File: src/rtl/lstm_seq_pkg.sv
// Shared types and helpers for the LSTM layer sequencer.
package lstm_seq_pkg;

    // Sequencer phases for one layer run.
    typedef enum logic [2:0] {
        IDLE,
        ACC,
        DRAIN,
        WRITE,
        DONE
    } seq_state_e;

    // Length of the accumulate phase: the longer of the two dot products.
    function automatic int acc_len_f(input int n_input, input int n_cell);
        return (n_input > n_cell) ? n_input : n_cell;
    endfunction

endpackage

File: src/rtl/lstm_addr_gen.sv
// One address stream: registered address = row base + saturating offset.
// The base moves by a fixed stride (no multipliers); the offset counts up
// and sticks at OFF_MAX so out-of-range terms keep their last valid address.
module lstm_addr_gen
    import lstm_seq_pkg::*;
#(
    parameter int ADDR_WIDTH = 12,
    parameter int BASE_INIT  = 0,
    parameter int BASE_STEP  = 1,
    parameter int OFF_MAX    = 0
) (
    input  logic                  clk,
    input  logic                  rst,
    input  logic                  clr_i,
    input  logic                  show_i,
    input  logic                  base_load_i,
    input  logic                  base_step_i,
    input  logic                  off_clr_i,
    input  logic                  off_step_i,
    output logic [ADDR_WIDTH-1:0] addr_o
);

    localparam logic [ADDR_WIDTH-1:0] INIT_V = ADDR_WIDTH'(BASE_INIT);
    localparam logic [ADDR_WIDTH-1:0] STEP_V = ADDR_WIDTH'(BASE_STEP);
    localparam logic [ADDR_WIDTH-1:0] OMAX_V = ADDR_WIDTH'(OFF_MAX);

    logic [ADDR_WIDTH-1:0] base_q, base_d;
    logic [ADDR_WIDTH-1:0] off_q, off_d;
    logic [ADDR_WIDTH-1:0] addr_q, addr_d;

    // Next base/offset; the output shows their sum only while a run is active.
    always_comb begin
        // NOTE: every signal gets a default first so no path leaves it unassigned (no latch).
        base_d = base_q;
        off_d  = off_q;
        if (clr_i || base_load_i) begin
            base_d = INIT_V;
        end else if (base_step_i) begin
            base_d = base_q + STEP_V;
        end
        if (clr_i || off_clr_i) begin
            off_d = '0;
        end else if (off_step_i && (off_q != OMAX_V)) begin
            off_d = off_q + ADDR_WIDTH'(1);
        end
        addr_d = show_i ? (base_d + off_d) : '0;
    end

    // Stream registers with synchronous reset.
    always_ff @(posedge clk) begin
        // NOTE: sequential state uses non-blocking assignments so all registers update together.
        if (rst) begin
            base_q <= INIT_V;
            off_q  <= '0;
            addr_q <= '0;
        end else begin
            base_q <= base_d;
            off_q  <= off_d;
            addr_q <= addr_d;
        end
    end

    assign addr_o = addr_q;

endmodule

File: src/rtl/lstm_layer_sequencer.sv
// Control sequencer for one LSTM layer: for every timestep t and cell j it
// runs ACC (k sweep), DRAIN (pipeline latency) and a one-cycle WRITE, then
// pulses done. All outputs are registered and clear on synchronous rst.
// Optional feature macro: LSTM_SEQ_SKIP_H0_EN (skip the recurrent term at t=0).
module lstm_layer_sequencer
    import lstm_seq_pkg::*;
#(
    parameter int ADDR_WIDTH = 12,
    parameter int TIMESTEP   = 7,
    parameter int N_INPUT    = 53,
    parameter int N_CELL     = 53,
    parameter int LATENCY    = 2
) (
    input  logic                  clk,
    input  logic                  rst,
    input  logic                  start,
    input  logic                  hold,
    output logic                  acc_x,
    output logic                  acc_h,
    output logic [ADDR_WIDTH-1:0] addr_x,
    output logic [ADDR_WIDTH-1:0] rd_addr_w,
    output logic [ADDR_WIDTH-1:0] rd_addr_u,
    output logic [ADDR_WIDTH-1:0] rd_addr_b,
    output logic [ADDR_WIDTH-1:0] rd_addr_h,
    output logic [ADDR_WIDTH-1:0] rd_addr_c,
    output logic                  wr_h,
    output logic                  wr_c,
    output logic [ADDR_WIDTH-1:0] wr_addr_h,
    output logic [ADDR_WIDTH-1:0] wr_addr_c,
    output logic                  busy,
    output logic                  done,
    output logic [ADDR_WIDTH-1:0] timestep_idx,
    output logic [ADDR_WIDTH-1:0] cell_idx
);

`ifdef LSTM_SEQ_SKIP_H0_EN
    localparam bit SKIP_H0 = 1'b1;
`else
    localparam bit SKIP_H0 = 1'b0;
`endif

    localparam int ACC_LEN = acc_len_f(N_INPUT, N_CELL);
    localparam int LEN_T0  = SKIP_H0 ? N_INPUT : ACC_LEN;
    localparam int KW      = ADDR_WIDTH + 1;
    localparam int DW      = (LATENCY > 1) ? $clog2(LATENCY) : 1;

    localparam logic [KW-1:0]         LEN_K     = KW'(ACC_LEN);
    localparam logic [KW-1:0]         LEN_T0_K  = KW'(LEN_T0);
    localparam logic [KW-1:0]         NI_K      = KW'(N_INPUT);
    localparam logic [KW-1:0]         NC_K      = KW'(N_CELL);
    localparam logic [ADDR_WIDTH-1:0] LAST_CELL = ADDR_WIDTH'(N_CELL - 1);
    localparam logic [ADDR_WIDTH-1:0] LAST_T    = ADDR_WIDTH'(TIMESTEP - 1);
    localparam logic [DW-1:0]         LAT_LAST  = DW'((LATENCY > 0) ? LATENCY - 1 : 0);

    // Every generated address must fit in the address space.
    localparam longint SPACE = longint'(1) << ADDR_WIDTH;
    if (((longint'(TIMESTEP) + 1) * N_CELL > SPACE) ||
        (longint'(TIMESTEP) * N_INPUT > SPACE) ||
        (longint'(N_CELL) * ACC_LEN > SPACE)) begin : g_size_check
        $error("lstm_layer_sequencer: layer dimensions exceed ADDR_WIDTH address space");
    end

    seq_state_e            state_q, state_d;
    logic [ADDR_WIDTH-1:0] t_q, t_d;
    logic [ADDR_WIDTH-1:0] j_q, j_d;
    logic [KW-1:0]         nxt_q, nxt_d;     // next k to present in ACC
    logic [DW-1:0]         cnt_q, cnt_d;     // DRAIN cycle counter
    logic                  acc_x_q, acc_x_d;
    logic                  acc_h_q, acc_h_d;
    logic                  wr_q, wr_d;
    logic                  busy_q, busy_d;
    logic                  done_q, done_d;

    // Address-stream controls, valid for the edge being computed.
    logic run_clr;   // start of run: all streams to their initial row
    logic k_step;    // advance the k offset
    logic j_adv;     // next cell in the same timestep
    logic t_adv;     // wrap to cell 0 of the next timestep
    logic cell_new;
    logic show;

    logic [KW-1:0] cur_len;
    logic          skip_cur;

    assign skip_cur = SKIP_H0 && (t_q == '0);
    assign cur_len  = skip_cur ? LEN_T0_K : LEN_K;
    assign cell_new = j_adv || t_adv;
    assign show     = busy_d;

    // Next-state and registered-output decode for the sequencer.
    always_comb begin
        state_d = state_q;
        t_d     = t_q;
        j_d     = j_q;
        nxt_d   = nxt_q;
        cnt_d   = cnt_q;
        acc_x_d = 1'b0;
        acc_h_d = 1'b0;
        wr_d    = 1'b0;
        busy_d  = busy_q;
        done_d  = 1'b0;
        run_clr = 1'b0;
        k_step  = 1'b0;
        j_adv   = 1'b0;
        t_adv   = 1'b0;

        case (state_q)
            IDLE: begin
                if (start) begin
                    state_d = ACC;
                    run_clr = 1'b1;
                    t_d     = '0;
                    j_d     = '0;
                    nxt_d   = KW'(1);
                    busy_d  = 1'b1;
                    acc_x_d = 1'b1;
                    acc_h_d = !SKIP_H0;
                end
            end
            ACC: begin
                if (hold) begin
                    // bubble: indices and addresses frozen, enables low
                end else if (nxt_q == cur_len) begin
                    cnt_d = '0;
                    if (LATENCY == 0) begin
                        state_d = WRITE;
                        wr_d    = 1'b1;
                    end else begin
                        state_d = DRAIN;
                    end
                end else begin
                    k_step  = 1'b1;
                    nxt_d   = nxt_q + KW'(1);
                    acc_x_d = (nxt_q < NI_K);
                    acc_h_d = (nxt_q < NC_K) && !skip_cur;
                end
            end
            DRAIN: begin
                if (cnt_q == LAT_LAST) begin
                    state_d = WRITE;
                    wr_d    = 1'b1;
                end else begin
                    cnt_d = cnt_q + DW'(1);
                end
            end
            WRITE: begin
                if ((j_q == LAST_CELL) && (t_q == LAST_T)) begin
                    state_d = DONE;
                    busy_d  = 1'b0;
                    done_d  = 1'b1;
                    t_d     = '0;
                    j_d     = '0;
                end else begin
                    if (j_q == LAST_CELL) begin
                        t_adv = 1'b1;
                        t_d   = t_q + ADDR_WIDTH'(1);
                        j_d   = '0;
                    end else begin
                        j_adv = 1'b1;
                        j_d   = j_q + ADDR_WIDTH'(1);
                    end
                    state_d = ACC;
                    nxt_d   = KW'(1);
                    acc_x_d = 1'b1;
                    acc_h_d = !(SKIP_H0 && (t_d == '0));
                end
            end
            DONE: begin
                state_d = IDLE;
            end
            default: begin
                state_d = IDLE;
                busy_d  = 1'b0;
            end
        endcase
    end

    // Sequencer registers; rst clears the run and every output on the same edge.
    always_ff @(posedge clk) begin
        if (rst) begin
            state_q <= IDLE;
            t_q     <= '0;
            j_q     <= '0;
            nxt_q   <= '0;
            cnt_q   <= '0;
            acc_x_q <= 1'b0;
            acc_h_q <= 1'b0;
            wr_q    <= 1'b0;
            busy_q  <= 1'b0;
            done_q  <= 1'b0;
        end else begin
            state_q <= state_d;
            t_q     <= t_d;
            j_q     <= j_d;
            nxt_q   <= nxt_d;
            cnt_q   <= cnt_d;
            acc_x_q <= acc_x_d;
            acc_h_q <= acc_h_d;
            wr_q    <= wr_d;
            busy_q  <= busy_d;
            done_q  <= done_d;
        end
    end

    // x: t*N_INPUT + k
    lstm_addr_gen #(.ADDR_WIDTH(ADDR_WIDTH), .BASE_INIT(0), .BASE_STEP(N_INPUT), .OFF_MAX(N_INPUT - 1))
    u_gen_x (.clk(clk), .rst(rst), .clr_i(run_clr), .show_i(show), .base_load_i(1'b0),
             .base_step_i(t_adv), .off_clr_i(cell_new), .off_step_i(k_step), .addr_o(addr_x));

    // W: j*N_INPUT + k
    lstm_addr_gen #(.ADDR_WIDTH(ADDR_WIDTH), .BASE_INIT(0), .BASE_STEP(N_INPUT), .OFF_MAX(N_INPUT - 1))
    u_gen_w (.clk(clk), .rst(rst), .clr_i(run_clr), .show_i(show), .base_load_i(t_adv),
             .base_step_i(j_adv), .off_clr_i(cell_new), .off_step_i(k_step), .addr_o(rd_addr_w));

    // U: j*N_CELL + k
    lstm_addr_gen #(.ADDR_WIDTH(ADDR_WIDTH), .BASE_INIT(0), .BASE_STEP(N_CELL), .OFF_MAX(N_CELL - 1))
    u_gen_u (.clk(clk), .rst(rst), .clr_i(run_clr), .show_i(show), .base_load_i(t_adv),
             .base_step_i(j_adv), .off_clr_i(cell_new), .off_step_i(k_step), .addr_o(rd_addr_u));

    // h read: t*N_CELL + k (row t is the previous timestep's output)
    lstm_addr_gen #(.ADDR_WIDTH(ADDR_WIDTH), .BASE_INIT(0), .BASE_STEP(N_CELL), .OFF_MAX(N_CELL - 1))
    u_gen_h (.clk(clk), .rst(rst), .clr_i(run_clr), .show_i(show), .base_load_i(1'b0),
             .base_step_i(t_adv), .off_clr_i(cell_new), .off_step_i(k_step), .addr_o(rd_addr_h));

    // bias: j
    lstm_addr_gen #(.ADDR_WIDTH(ADDR_WIDTH), .BASE_INIT(0), .BASE_STEP(1), .OFF_MAX(0))
    u_gen_b (.clk(clk), .rst(rst), .clr_i(run_clr), .show_i(show), .base_load_i(t_adv),
             .base_step_i(j_adv), .off_clr_i(1'b0), .off_step_i(1'b0), .addr_o(rd_addr_b));

    // c read: t*N_CELL + j
    lstm_addr_gen #(.ADDR_WIDTH(ADDR_WIDTH), .BASE_INIT(0), .BASE_STEP(N_CELL), .OFF_MAX(N_CELL - 1))
    u_gen_c (.clk(clk), .rst(rst), .clr_i(run_clr), .show_i(show), .base_load_i(1'b0),
             .base_step_i(t_adv), .off_clr_i(t_adv), .off_step_i(j_adv), .addr_o(rd_addr_c));

    // h/c write: (t+1)*N_CELL + j
    lstm_addr_gen #(.ADDR_WIDTH(ADDR_WIDTH), .BASE_INIT(N_CELL), .BASE_STEP(N_CELL), .OFF_MAX(N_CELL - 1))
    u_gen_wr (.clk(clk), .rst(rst), .clr_i(run_clr), .show_i(show), .base_load_i(1'b0),
              .base_step_i(t_adv), .off_clr_i(t_adv), .off_step_i(j_adv), .addr_o(wr_addr_h));

    assign wr_addr_c    = wr_addr_h;
    assign acc_x        = acc_x_q;
    assign acc_h        = acc_h_q;
    assign wr_h         = wr_q;
    assign wr_c         = wr_q;
    assign busy         = busy_q;
    assign done         = done_q;
    assign timestep_idx = t_q;
    assign cell_idx     = j_q;

endmodule

File: config.mk
export PLATFORM = sky130hd
export DESIGN_NAME = lstm_layer_sequencer
export DESIGN_NICKNAME = d
export VERILOG_FILES = /design/src/rtl/lstm_seq_pkg.sv /design/src/rtl/lstm_addr_gen.sv /design/src/rtl/lstm_layer_sequencer.sv
export SDC_FILE = /design/constraint.sdc
export NUM_CORES = 1
export LEC_CHECK = 0
export ABC_AREA = 1
export BUFFER_PORTS_ARGS = -buffer_cell sky130_fd_sc_hd__buf_2
export CORE_MARGIN = 4
export CORE_UTILIZATION = 38
export CTS_CLUSTER_DIAMETER = 120
export DETAILED_ROUTE_END_ITERATION = 8
export SYNTH_ARGS = -nofsm -noshare
export SYNTH_HDL_FRONTEND = slang
export SYNTH_SLANG_ARGS = --single-unit
File: constraint.sdc
create_clock -name clk -period 3.6 [get_ports clk]
set_input_delay 0.36 -clock clk [delete_from_list [all_inputs] [get_ports clk]]
set_output_delay 0.36 -clock clk [all_outputs]
set_load 0.02 [all_outputs]
==> reports/metrics.yaml <==
max_slew_margin: 0.428
min_to: "state_q[1]$_SDFFE_PP0P_"
worstPathCellList: "inv_1 > ha_1 > nand2_1 > nor2_1 > nand3_1 > nand3_4 > nor2_4 > buf_4 > nand3_1 > xnor2_1 > inv_1 > nor2_1 > ha_1 > nand2_1 > nor2_1 > a21oi_1 > o21ai_0 > o21ai_1 > a21oi_1"
start_util: 0.386
synth_mux_area_frac: 0
drtPass1Iterations: 5
io_pins: 130
hp-start: "hold"
reg2reg_setup_slack_ps: 290
cp.depth: 19
first_global_vias: 16300
yosysSeqAreaShare: 0.330
maxCapViolCount: 0
num_vias: 17200
fmax_mhz: 302
hold_path_class: "in2reg"
area_delta_synth_final_pct: 15.4
end_kind: "flip-flop"
fin_worst_skew_ps: 14.4
grt_start_max_net_pins: 170
place_inst: 3374
finalSetupViolations: 0
antenna_found_initial: 0
synth_flop_cell: "dfxtp_1"
ys_types: 51
root_buffer: "clkbuf_16"
layout.nets: 2925
dpl.hpwl_um: 36200
drt-vias-per-instance: 5.00
drv_slew: 0
placementRows: 79
drive_above_1_share: 0.123
hold_depth: 4
tritoncts: "done"
cts_hold_buf: 0
ys_warn_count: 0
crit_buf_inv: 3
grtUsageTotal: 0.190
final_cell_mix: "nand2_1, nor2_1, inv_1"
die_w_um: 226
crit_family: "simple AND/OR/NAND/NOR gates"
largest_reg_flops: 13
multi_input_area_mm2: 0.0104
layout_commonest_cell: "nand2_1"
die_h_um: 226
cts_inserted_buffers: 37
fin_crit_sh: 0.920
synth_top_family_by_area: "simple AND/OR/NAND/NOR gates"
clkTransAtPathRegs_ps: 60
coreArea_mm2: 0.0468
whs_ps: 239
drc: 0
start_kind: "flip-flop"
syn_avg_cell_area_um2: 6.71
power.density_mw_per_mm2: 378
crit_top_cell: "nor2_1"
grt_pass1_wl_um: 80700
synth_area_mm2: 0.0180
reg2reg_from: "nxt_q[1]$_SDFFE_PP0P_"
ant_nets: 0
cpMaxStageDelayCell: "dfxtp_1"
wl_per_cell_um: 14.4
critPathRequiredTime_ps: 4040
htree_levels: 2
worst_pin_slew_ps: 858
ir_worst_vdd_uv: 286
worst-r2r-cell-count: 19
synth-edff-count: 0
clock_path_buffers: 3
layout_min_cycle_time_ps: 3310
status: "finished, final reports clean"
die_area_mm2: 0.0510
synth_compound_area_frac: 0.112
synth_xor_area_frac: 0.0369
final_cells: 3446
power_mw: 7.86
yosys.area_share.simple: 0.340
fill_cells: 4775
synth_cells: 2688
cp_max_fo: 8
finalHoldViolCount: 0
place.gp.congestion: 0.898
regToRegEndpoint: "u_gen_u.addr_o[8]$_SDFF_PP0_"
first_iter_violations: 975
regArea_mm2: 0.00595
largest-register: "nxt_q"
critical_path.max_stage_delay_ps: 380
fin_setup_tns_ps: 0
clock-sinks: 297
overflow: 0
portBuffers: 129
leakagePower_nw: 9.30
synth_adder_area_share: 0.0786
syn-num-nets: 2801
num_antenna_cells: 0
cp.arrival_ps: 3750
synth-async-reset-ratio: 0
synth-seq-cells: 297
clk_latency_ps: 550
routed_wirelength_um: 49500
critical_path_class: "reg2reg"
## cell usage after synthesis (all sizes together) (5+ instances only)
| cell type | instances | share of area |
|---|---|---|
| nand2 | 568 | 0.12 |
| nor2 | 383 | 0.085 |
| inv | 366 | 0.076 |
| dfxtp | 297 | 0.33 |
| a21oi | 186 | 0.052 |
| nor3 | 165 | 0.048 |
| nand3 | 147 | 0.043 |
| o21ai | 126 | 0.035 |
| ha | 102 | 0.071 |
| buf | 59 | 0.020 |
| xor2 | 58 | 0.028 |
| nor4 | 41 | 0.017 |
| nand4 | 33 | 0.011 |
| clkbuf | 30 | 0.0062 |
| xnor2 | 18 | 0.0087 |
| a21o | 15 | 0.0062 |
| and2 | 15 | 0.0052 |
| or2 | 12 | 0.0042 |
| o21bai | 10 | 0.0042 |
| a31oi | 9 | 0.0031 |
| o21a | 9 | 0.0037 |
| fa | 7 | 0.0078 |
| o2111ai | 7 | 0.0034 |
| nor3b | 5 | 0.0024 |
## layout make-up
class | instances | share of cell area
well taps | 607 | 0.0365
clock inverters | 9 | 0.00487
clock buffers | 57 | 0.0555
repair buffers | 174 | 0.0510
inverters | 367 | 0.0664
flip-flops and latches | 297 | 0.286
multi-input cells | 1935 | 0.500
## worst max-delay path by stage
| stage | start | endpoint |
|---|---|---|
| after floorplan | timestep_idx[0]$_SDFFE_PP0P_ | u_gen_b.addr_o[9]$_SDFF_PP0_ |
| after global placement | cell_idx[0]$_SDFFE_PP0P_ | u_gen_wr.addr_o[11]$_SDFF_PP0_ |
| after detailed placement | timestep_idx[1]$_SDFFE_PP0P_ | u_gen_c.addr_o[11]$_SDFF_PP0_ |
| after CTS | timestep_idx[1]$_SDFFE_PP0P_ | u_gen_c.addr_o[11]$_SDFF_PP0_ |
| after global routing | nxt_q[1]$_SDFFE_PP0P_ | u_gen_h.addr_o[11]$_SDFF_PP0_ |
| final | nxt_q[1]$_SDFFE_PP0P_ | u_gen_u.addr_o[8]$_SDFF_PP0_ |
## logic make-up (layout without fill, tap and decap cells)
| group | after synthesis | count (layout) |
|---|---|---|
| fa+ha+maj | 109 | 109 |
| compound gates | 374 | 374 |
| buf+inv | 456 | 607 |
| simple gates | 1376 | 1376 |
| xor+xnor | 76 | 76 |
| flops | 297 | 297 |
## where the power goes
group | internal (mW) | switching, mW
logic | 0.178 | 0.515
registers | 3.31 | 0.0207
clock network | 2.35 | 1.49
## tightest hold or removal path, delay by kind of cell
kind	cells	cell delay [ps]
and+or+nand+nor	3	210
buffers and inverters	1	170
## repair_timing
| action | CTS | global route |
|---|---|---|
| setup endpoints to repair | 0 | 19 |
| setup buffers | 0 | 6 |
| resized for setup | 0 | 52 |
| hold endpoints to repair | 0 | 0 |
## per-layer routing
layer | vias to the layer above | GRT usage | wire length [um]
met3 | 81 | 0.0290 | 2220
li1 | 8946 | - | -
met4 | 0 | 0.0532 | 1170
met1 | 7855 | 0.256 | 23500
met2 | 351 | 0.317 | 22600
met5 | - | 0 | 0
## metrics by stage
step | utilization | instance area, um2 | setup WS, ps
2_1_floorplan | - | 18000 | 486
3_5_place_dp | 0.413 | 19300 | 145
6_report | 0.445 | 20800 | 287
3_3_place_gp | 0.413 | 19300 | 205
4_1_cts | 0.440 | 20600 | 129
5_1_grt | 0.445 | 20800 | -26.8
(Power assumes the default switching activity.)
